--- config.mk ---
export PLATFORM = sky130hd
export DESIGN_NAME = shifter_arbiter
export DESIGN_NICKNAME = d
export VERILOG_FILES = /design/src/rtl/shifter_arbiter.sv
export SDC_FILE = /design/constraint.sdc
export NUM_CORES = 1
export LEC_CHECK = 0
export ABC_AREA = 1
export CORE_MARGIN = 2
export CORE_UTILIZATION = 46
export CTS_CLUSTER_DIAMETER = 120
export DETAILED_ROUTE_END_ITERATION = 6
export GPL_TIMING_DRIVEN = 1
export HOLD_SLACK_MARGIN = 0.05
export PLACE_DENSITY = 0.77
export RECOVER_POWER = 50
export SYNTH_ARGS = -nofsm -noshare
export SYNTH_HDL_FRONTEND = slang
export SYNTH_SLANG_ARGS = --single-unit
export TNS_END_PERCENT = 20
--- constraint.sdc ---
create_clock -name clk -period 1.5 [get_ports clk]
set_input_delay 0.15 -clock clk [delete_from_list [all_inputs] [get_ports clk]]
set_output_delay 0.15 -clock clk [all_outputs]
set_load 0.02 [all_outputs]
--- src/rtl/shifter_arbiter.sv ---
// Two-requester round-robin front end for a single shared shifter.
// Accepts one request at a time, shifts it in one cycle and holds the tagged response until consumed.
module shifter_arbiter #(
  parameter int unsigned OPD_LENGTH = 8,
  parameter int unsigned SHAMT_W    = $clog2(OPD_LENGTH)
) (
  input  logic                  clk,
  input  logic                  rst,
  input  logic                  req0_valid,
  output logic                  req0_ready,
  input  logic [3:0]            req0_op,
  input  logic [OPD_LENGTH-1:0] req0_opd1,
  input  logic [OPD_LENGTH-1:0] req0_opd2,
  input  logic                  req1_valid,
  output logic                  req1_ready,
  input  logic [3:0]            req1_op,
  input  logic [OPD_LENGTH-1:0] req1_opd1,
  input  logic [OPD_LENGTH-1:0] req1_opd2,
  output logic                  rsp_valid,
  input  logic                  rsp_ready,
  output logic                  rsp_id,
  output logic [OPD_LENGTH-1:0] rsp_result,
  output logic                  rsp_err
);

  localparam logic [1:0] S_IDLE = 2'd0;
  localparam logic [1:0] S_EXEC = 2'd1;
  localparam logic [1:0] S_RESP = 2'd2;

  localparam logic [3:0] OP_SRL = 4'b0001;
  localparam logic [3:0] OP_SLL = 4'b0011;
  localparam logic [3:0] OP_SRA = 4'b0111;

  logic [1:0]            state_q, state_d;
  logic                  prio_q, prio_d;
  logic                  id_q, id_d;
  logic [3:0]            op_q, op_d;
  logic [OPD_LENGTH-1:0] opd1_q, opd1_d;
  logic [OPD_LENGTH-1:0] opd2_q, opd2_d;
  logic                  rsp_valid_q, rsp_valid_d;
  logic                  rsp_id_q, rsp_id_d;
  logic [OPD_LENGTH-1:0] rsp_result_q, rsp_result_d;
  logic                  rsp_err_q, rsp_err_d;

  logic                  grant_vld;
  logic                  grant_id;
  logic [3:0]            sel_op;
  logic [OPD_LENGTH-1:0] sel_opd1;
  logic [OPD_LENGTH-1:0] sel_opd2;
  logic                  unused_opd2_hi;
  logic [OPD_LENGTH-1:0] shift_res;
  logic                  op_ok;

  // Arbitration: a lone requester wins, a tie goes to the requester named by prio_q.
  assign grant_vld  = req0_valid | req1_valid;
  assign grant_id   = (req0_valid & req1_valid) ? prio_q : req1_valid;
  assign req0_ready = ~rst & (state_q == S_IDLE) & grant_vld & ~grant_id;
  assign req1_ready = ~rst & (state_q == S_IDLE) & grant_vld & grant_id;

  assign sel_op         = grant_id ? req1_op   : req0_op;
  assign sel_opd1       = grant_id ? req1_opd1 : req0_opd1;
  assign sel_opd2       = grant_id ? req1_opd2 : req0_opd2;
  assign unused_opd2_hi = ^sel_opd2[OPD_LENGTH-1:SHAMT_W];

  // Shared shifter, fed only from the operand registers; opd2_q is always below OPD_LENGTH.
  always_comb begin
    shift_res = '0;
    op_ok     = 1'b1;
    case (op_q)
      OP_SLL:  shift_res = opd1_q << opd2_q;
      OP_SRL:  shift_res = opd1_q >> opd2_q;
      OP_SRA:  shift_res = OPD_LENGTH'($signed(opd1_q) >>> opd2_q);
      default: op_ok     = 1'b0;
    endcase
  end

  always_comb begin
    state_d      = state_q;
    prio_d       = prio_q;
    id_d         = id_q;
    op_d         = op_q;
    opd1_d       = opd1_q;
    opd2_d       = opd2_q;
    rsp_valid_d  = rsp_valid_q;
    rsp_id_d     = rsp_id_q;
    rsp_result_d = rsp_result_q;
    rsp_err_d    = rsp_err_q;
    case (state_q)
      S_IDLE: begin
        if (grant_vld) begin
          op_d    = sel_op;
          opd1_d  = sel_opd1;
          opd2_d  = OPD_LENGTH'(sel_opd2[SHAMT_W-1:0]);
          id_d    = grant_id;
          prio_d  = ~grant_id;
          state_d = S_EXEC;
        end
      end
      S_EXEC: begin
        rsp_result_d = op_ok ? shift_res : '0;
        rsp_err_d    = ~op_ok;
        rsp_id_d     = id_q;
        rsp_valid_d  = 1'b1;
        state_d      = S_RESP;
      end
      S_RESP: begin
        if (rsp_valid_q && rsp_ready) begin
          rsp_valid_d = 1'b0;
          state_d     = S_IDLE;
        end
      end
      default: state_d = S_IDLE;
    endcase
  end

  always_ff @(posedge clk) begin
    if (rst) begin
      state_q      <= S_IDLE;
      prio_q       <= 1'b0;
      id_q         <= 1'b0;
      op_q         <= '0;
      opd1_q       <= '0;
      opd2_q       <= '0;
      rsp_valid_q  <= 1'b0;
      rsp_id_q     <= 1'b0;
      rsp_result_q <= '0;
      rsp_err_q    <= 1'b0;
    end else begin
      state_q      <= state_d;
      prio_q       <= prio_d;
      id_q         <= id_d;
      op_q         <= op_d;
      opd1_q       <= opd1_d;
      opd2_q       <= opd2_d;
      rsp_valid_q  <= rsp_valid_d;
      rsp_id_q     <= rsp_id_d;
      rsp_result_q <= rsp_result_d;
      rsp_err_q    <= rsp_err_d;
    end
  end

  assign rsp_valid  = rsp_valid_q;
  assign rsp_id     = rsp_id_q;
  assign rsp_result = rsp_result_q;
  assign rsp_err    = rsp_err_q;

endmodule

# ---- Yosys cells after proc, flatten, opt, wreduce, memory -nomap -nowiden
# Cells that the tools add are included.
dict set report classes {
  n_reduce_logical 7
  n_eq_ne 7
  muxes 12
  n_bitwise 9
  shifts 3
}
# cell n
set op_table {}
lappend op_table {{one-hot mux 8 bit (3 select lines)} 1}
lappend op_table {{two-way mux 8 bit} 2}
lappend op_table {{left shift 8 x 3 -> 8 bit} 1}
lappend op_table {{right shift 8 x 3 -> 8 bit} 1}
lappend op_table {{>>> shifter 8 x 3 -> 8 bit} 1}
lappend op_table {{one-hot mux 2 bit (3 select lines)} 1}
lappend op_table {{AND reduction 2 bit} 3}
lappend op_table {{bitwise AND 1 bit} 5}
lappend op_table {{equality test 4 x 1 -> 1 bit, second input constant} 1}
lappend op_table {{equality test 4 x 2 -> 1 bit, second input constant} 1}
lappend op_table {{equality test 4 x 3 -> 1 bit, second input constant} 1}
lappend op_table {{two-way mux 2 bit} 2}
lappend op_table {{two-way mux 4 bit} 1}
lappend op_table {{inequality test 2 bit, second input constant} 2}
lappend op_table {{two-way mux 1 bit} 3}
lappend op_table {{two-way mux 3 bit} 1}
lappend op_table {{inverter 1 bit} 3}
lappend op_table {{OR reduction 3 bit} 1}
lappend op_table {{equality test 2 x 1 -> 1 bit, second input constant} 1}
lappend op_table {{equality test 2 bit, second input constant} 1}
lappend op_table {{zero test 2 bit} 1}
lappend op_table {{one-hot mux 1 bit (2 select lines)} 1}
lappend op_table {{nonzero test 2 bit} 1}
lappend op_table {{logical AND 1 bit} 1}
lappend op_table {{bitwise OR 1 bit} 1}
dict set report word_totals {
  ff_bits 30
  in_bits 45
  out_inout_bits 13
  word_cells 48
}

# ---- Depth between registers and ports, before layout
dict set report depth {
  ltp_word 4
  ltp_mapped 12
  mapped_depth_nobuf 11
}

# ---- Worst setup path after synthesis
# OpenSTA, ideal clock, no wires.
dict set report synth_timing {
  kind {register -> register}
  startpoint {reg opd2_q[0]}
  endpoint {reg rsp_result_q[4], in the netlist rsp_result[4]}
  setup_time_ns 0.119
  arrival_ns 1.055
  slack_ns 0.326
  path_buffers 2
  stages_incl_launch_ff 10
  t_required_ns 1.381
  period_less_slack_ns 1.174
  cell_sequence {dfxtp_1 buf_6 inv_6 buf_12 nand2_1 nand2_1 o21ai_1 nand2_1 o21ai_0 a21oi_1}
}
dict set report synth_between {
  elab_chain_len 3
  word_cells_on_any_way 5
  classes_between {shift: 3; mux: 2}
}
# item line_no
set synth_lines {}
lappend synth_lines {{start: declaration} 39} ;# logic [OPD_LENGTH-1:0] opd2_q, opd2_d;
lappend synth_lines {{start signal: assignment} 134} ;# opd2_q <= opd2_d;
lappend synth_lines {{>>> shifter 8 x 3 -> 8 bit (tied with other cells)} 72} ;# OP_SRA: shift_res = OPD_LENGTH'($signed(opd1_q) >>> opd2_q);
lappend synth_lines {{one-hot mux 8 bit (3 select lines) (*)} 69} ;# case (op_q)
lappend synth_lines {{two-way mux 8 bit (*)} 100} ;# rsp_result_d = op_ok ? shift_res : '0;
lappend synth_lines {{end signal: assignment} 137} ;# rsp_result_q <= rsp_result_d;
lappend synth_lines {{end: declaration} 42} ;# logic [OPD_LENGTH-1:0] rsp_result_q, rsp_result_d;
# Mark *: on every way between the ends. The rest lies on a longest branch, timed or not.
# A chain may end at the register's enable or synchronous reset.

# ---- Worst setup path in the final report
dict set report layout_timing {
  startpoint {reg op_q[3]}
  endpoint {reg rsp_result_q[6], in the netlist rsp_result[6]}
}
dict set report layout_between {
  elab_chain_len 4
  word_cells_on_any_way 7
  classes_between {eq/ne: 3; mux: 3; reduce/logical: 1}
}
# item line_no
set layout_lines {}
lappend layout_lines {{start: declaration} 37} ;# logic [3:0] op_q, op_d;
lappend layout_lines {{start signal: assignment} 132} ;# op_q <= op_d;
lappend layout_lines {{equality test 4 x 3 -> 1 bit (tied with other cells)} 69}
lappend layout_lines {{OR reduction 3 bit (no line)} --}
lappend layout_lines {{two-way mux 1 bit} 69}
lappend layout_lines {{two-way mux 8 bit (*)} 100}
# Marks and branches as above.

==> results.json <==
{
  "ir_worst_vdd_mv": 0.648,
  "layout_commonest_cell": "nand2_1",
  "nNetsFinal": 377,
  "clkTransAtPathRegs_ps": 70,
  "rsz0062_at_grt": "false",
  "final_cell_mix": "107 x nand2_1, 45 x clkdlybuf4s50_1, 32 x nand3_1",
  "crit_path_start_kind": "register",
  "area.growth.synth_to_final_pct": 37.3,
  "hold_viol_final": 0,
  "synth_top_cell_area_share_pct": 34.6,
  "clock_latency_ps": 280,
  "worstPathArrival_ps": 1630,
  "core_sq_um": 3630,
  "syn_inst": 274,
  "clockRootBuffer": "clkbuf_8",
  "netlist_area_sq_um": 1740,
  "min_period_ps": 1410,
  "dieWidth_um": 65.5,
  "drt_first_pass_iters": 6,
  "syn_nets": 319,
  "grtUsageTotal_pct": 21.8,
  "path_class": "register to register",
  "synth-seq-area-share_pct": 34.6,
  "cts_tree": "built",
  "setup_viol": 0,
  "drive_above_1_share_pct": 13.5,
  "postCtsHoldBufs": 0,
  "pin_count": 58,
  "grt_pass1_vias": 1612,
  "worst_pin_slew_ps": 466,
  "cp_max_fo": 3,
  "final_cells": 381,
  "post-dp-hpwl_um": 3340,
  "p_leak_nw": 1.06,
  "synth_xor_area_share_pct": 0,
  "fin_crit_sh_pct": 94.3,
  "yosys_warnings": 0,
  "dieArea_sq_um": 4290,
  "final_util_pct": 65.7,
  "wl_per_cell_um": 11.2,
  "fin_worst_skew_ps": 8.47,
  "drtIter0Drc": 79,
  "synth_fa_ha_area_share_pct": 0,
  "ctsHtreeMaxLevel": 2,
  "fin_area_sq_um": 2390,
  "ys_types": 25,
  "worst_hold_slack_ps": 427,
  "drv_slew": 0,
  "antennaDiodeCount": 0,
  "synth_mux_area_share_pct": 0,
  "fmax_mhz": 707,
  "synth_top_family_by_area": "simple AND/OR/NAND/NOR gates",
  "cpPeakStageDelay_ps": 340,
  "drc_errors": 0,
  "min_path_type": "primary input to register",
  "place.port_buffers": 47,
  "ys_top_cells_by_area": "dfxtp_1 35%, nand2_1 23%, nand3_1 9.2%, nor2_1 4.3%, o21ai_0 3.7%",
  "via_per_inst": 4.98,
  "ys_ff_latch": 30,
  "worstPathRequired_ps": 1720,
  "outcome": "completed",
  "ant_nets": 0,
  "synth.largest_area_cell": "dfxtp_1",
  "dp.cells": 373,
  "crit_chain": "inv_2 > nand2_1 > nor2_1 > nand2_1 > nor2_1 > nor2_1 > nand3_1 > nand2_1 > a21oi_1",
  "grt_pass1_wl_um": 7230,
  "antenna_found_initial": 0,
  "cp-end-kind": "register",
  "synth-simple-area-share_pct": 43.1,
  "cts.sinks": 30,
  "synth_compound_area_share_pct": 13.1,
  "slew-limit-headroom_pct": 69.0,
  "place.gp.congestion": 0.928,
  "cts_buffers": 5,
  "initial_core_util_pct": 47.8,
  "routed_wirelength_um": 4280,
  "powerDensity_nw_per_um2": 958,
  "power_w": 0.00229,
  "maxCapViolations": 0,
  "cts_max_path_buffers": 2,
  "post_synth.cell_area_avg_sq_um": 6.34,
  "placed_area_sq_um": 2320,
  "rows": 22,
  "crit_path_top_delay_cell": "dfxtp_1",
  "grt_max_degree": 17,
  "via_count": 1898,
  "gr-total-overflow": 0,
  "die_h_um": 65.5
}
## synth_stat cells (all sizes together)
cell type,n
buf,9
nor2,24
a31oi,1
a21oi,12
o21ai,17
nand3b,2
dfxtp,30
nor3,1
inv,22
o2111ai,1
nand3,32
and2,1
nand4,2
nand2,113
o211ai,7
## path summary, 6_finish.rpt
kind                                    from             to  slack, ps  cells after the start
worst max-delay path                 op_q[3]  rsp_result[6]         90                      9
worst min-delay path            req1_opd1[3]      opd1_q[3]        430                      3
worst max register to register       op_q[3]  rsp_result[6]         90                      9
worst min register to register          id_q           id_q        440                      2
## what timing repair did
action,4_1_cts,5_1_grt
gates resized for setup,7,2
endpoints found under the setup margin,2,2
setup buffers,0,0
endpoints found under the hold margin,0,0
## registers in the layout, indices dropped and copies added (netlist names)
signal,flops
rsp_err,1
opd1_q,8
rsp_id,1
op_q,4
rsp_result,8
prio_q,1
state_q,2
rsp_valid,1
id_q,1
opd2_q,3
## critical path, delay by kind of cell, from the launching register on
family          cells  cell delay, ps
flops               1             340
compound gates      1             110
buf+inv             1              60
simple gates        7             840
## metal layers
layer  vias to the layer above  GRT usage (%)  share of wire (%)
met5                         -              0                  0
met4                         0           6.77                1.6
met2                        67           36.6                 47
met3                         9           5.14                5.9
li1                       1000              -                  -
met1                       822           27.5                 46
## final cells by class
cell class	count	area [sq um]
clock buffers	6	82.6
clock inverters	2	12.5
fillers	381	1250
inverters	22	87.6
multi-input cells	213	973
flip-flops and latches	30	601
well taps	48	60.1
repair buffers	60	569
## logic make-up (layout without fill, tap and decap cells)
family | count (synthesis) | after routing
buffers and inverters | 31 | 90
AO/OA/AOI/OAI | 38 | 38
AND/OR/NAND/NOR | 175 | 175
flip-flops | 30 | 30
## power by group
group          total [W]  switching (W)  leakage, nW  internal, W
logic           0.000666       0.000365        0.764     0.000301
clock network   0.000677       0.000309       0.0472     0.000368
registers       0.000942      0.0000609        0.247     0.000881
total            0.00229       0.000735         1.06      0.00155
## stage by stage
stage | TNS, ps | worst slack, ps
final | 0 | 85.6
after global routing | 0 | 4.08
after CTS | 0 | 4.27
after detailed placement | -1410 | -321
after global placement | -1120 | -335
after floorplan | 0 | 326
(Power assumes the default switching activity.)
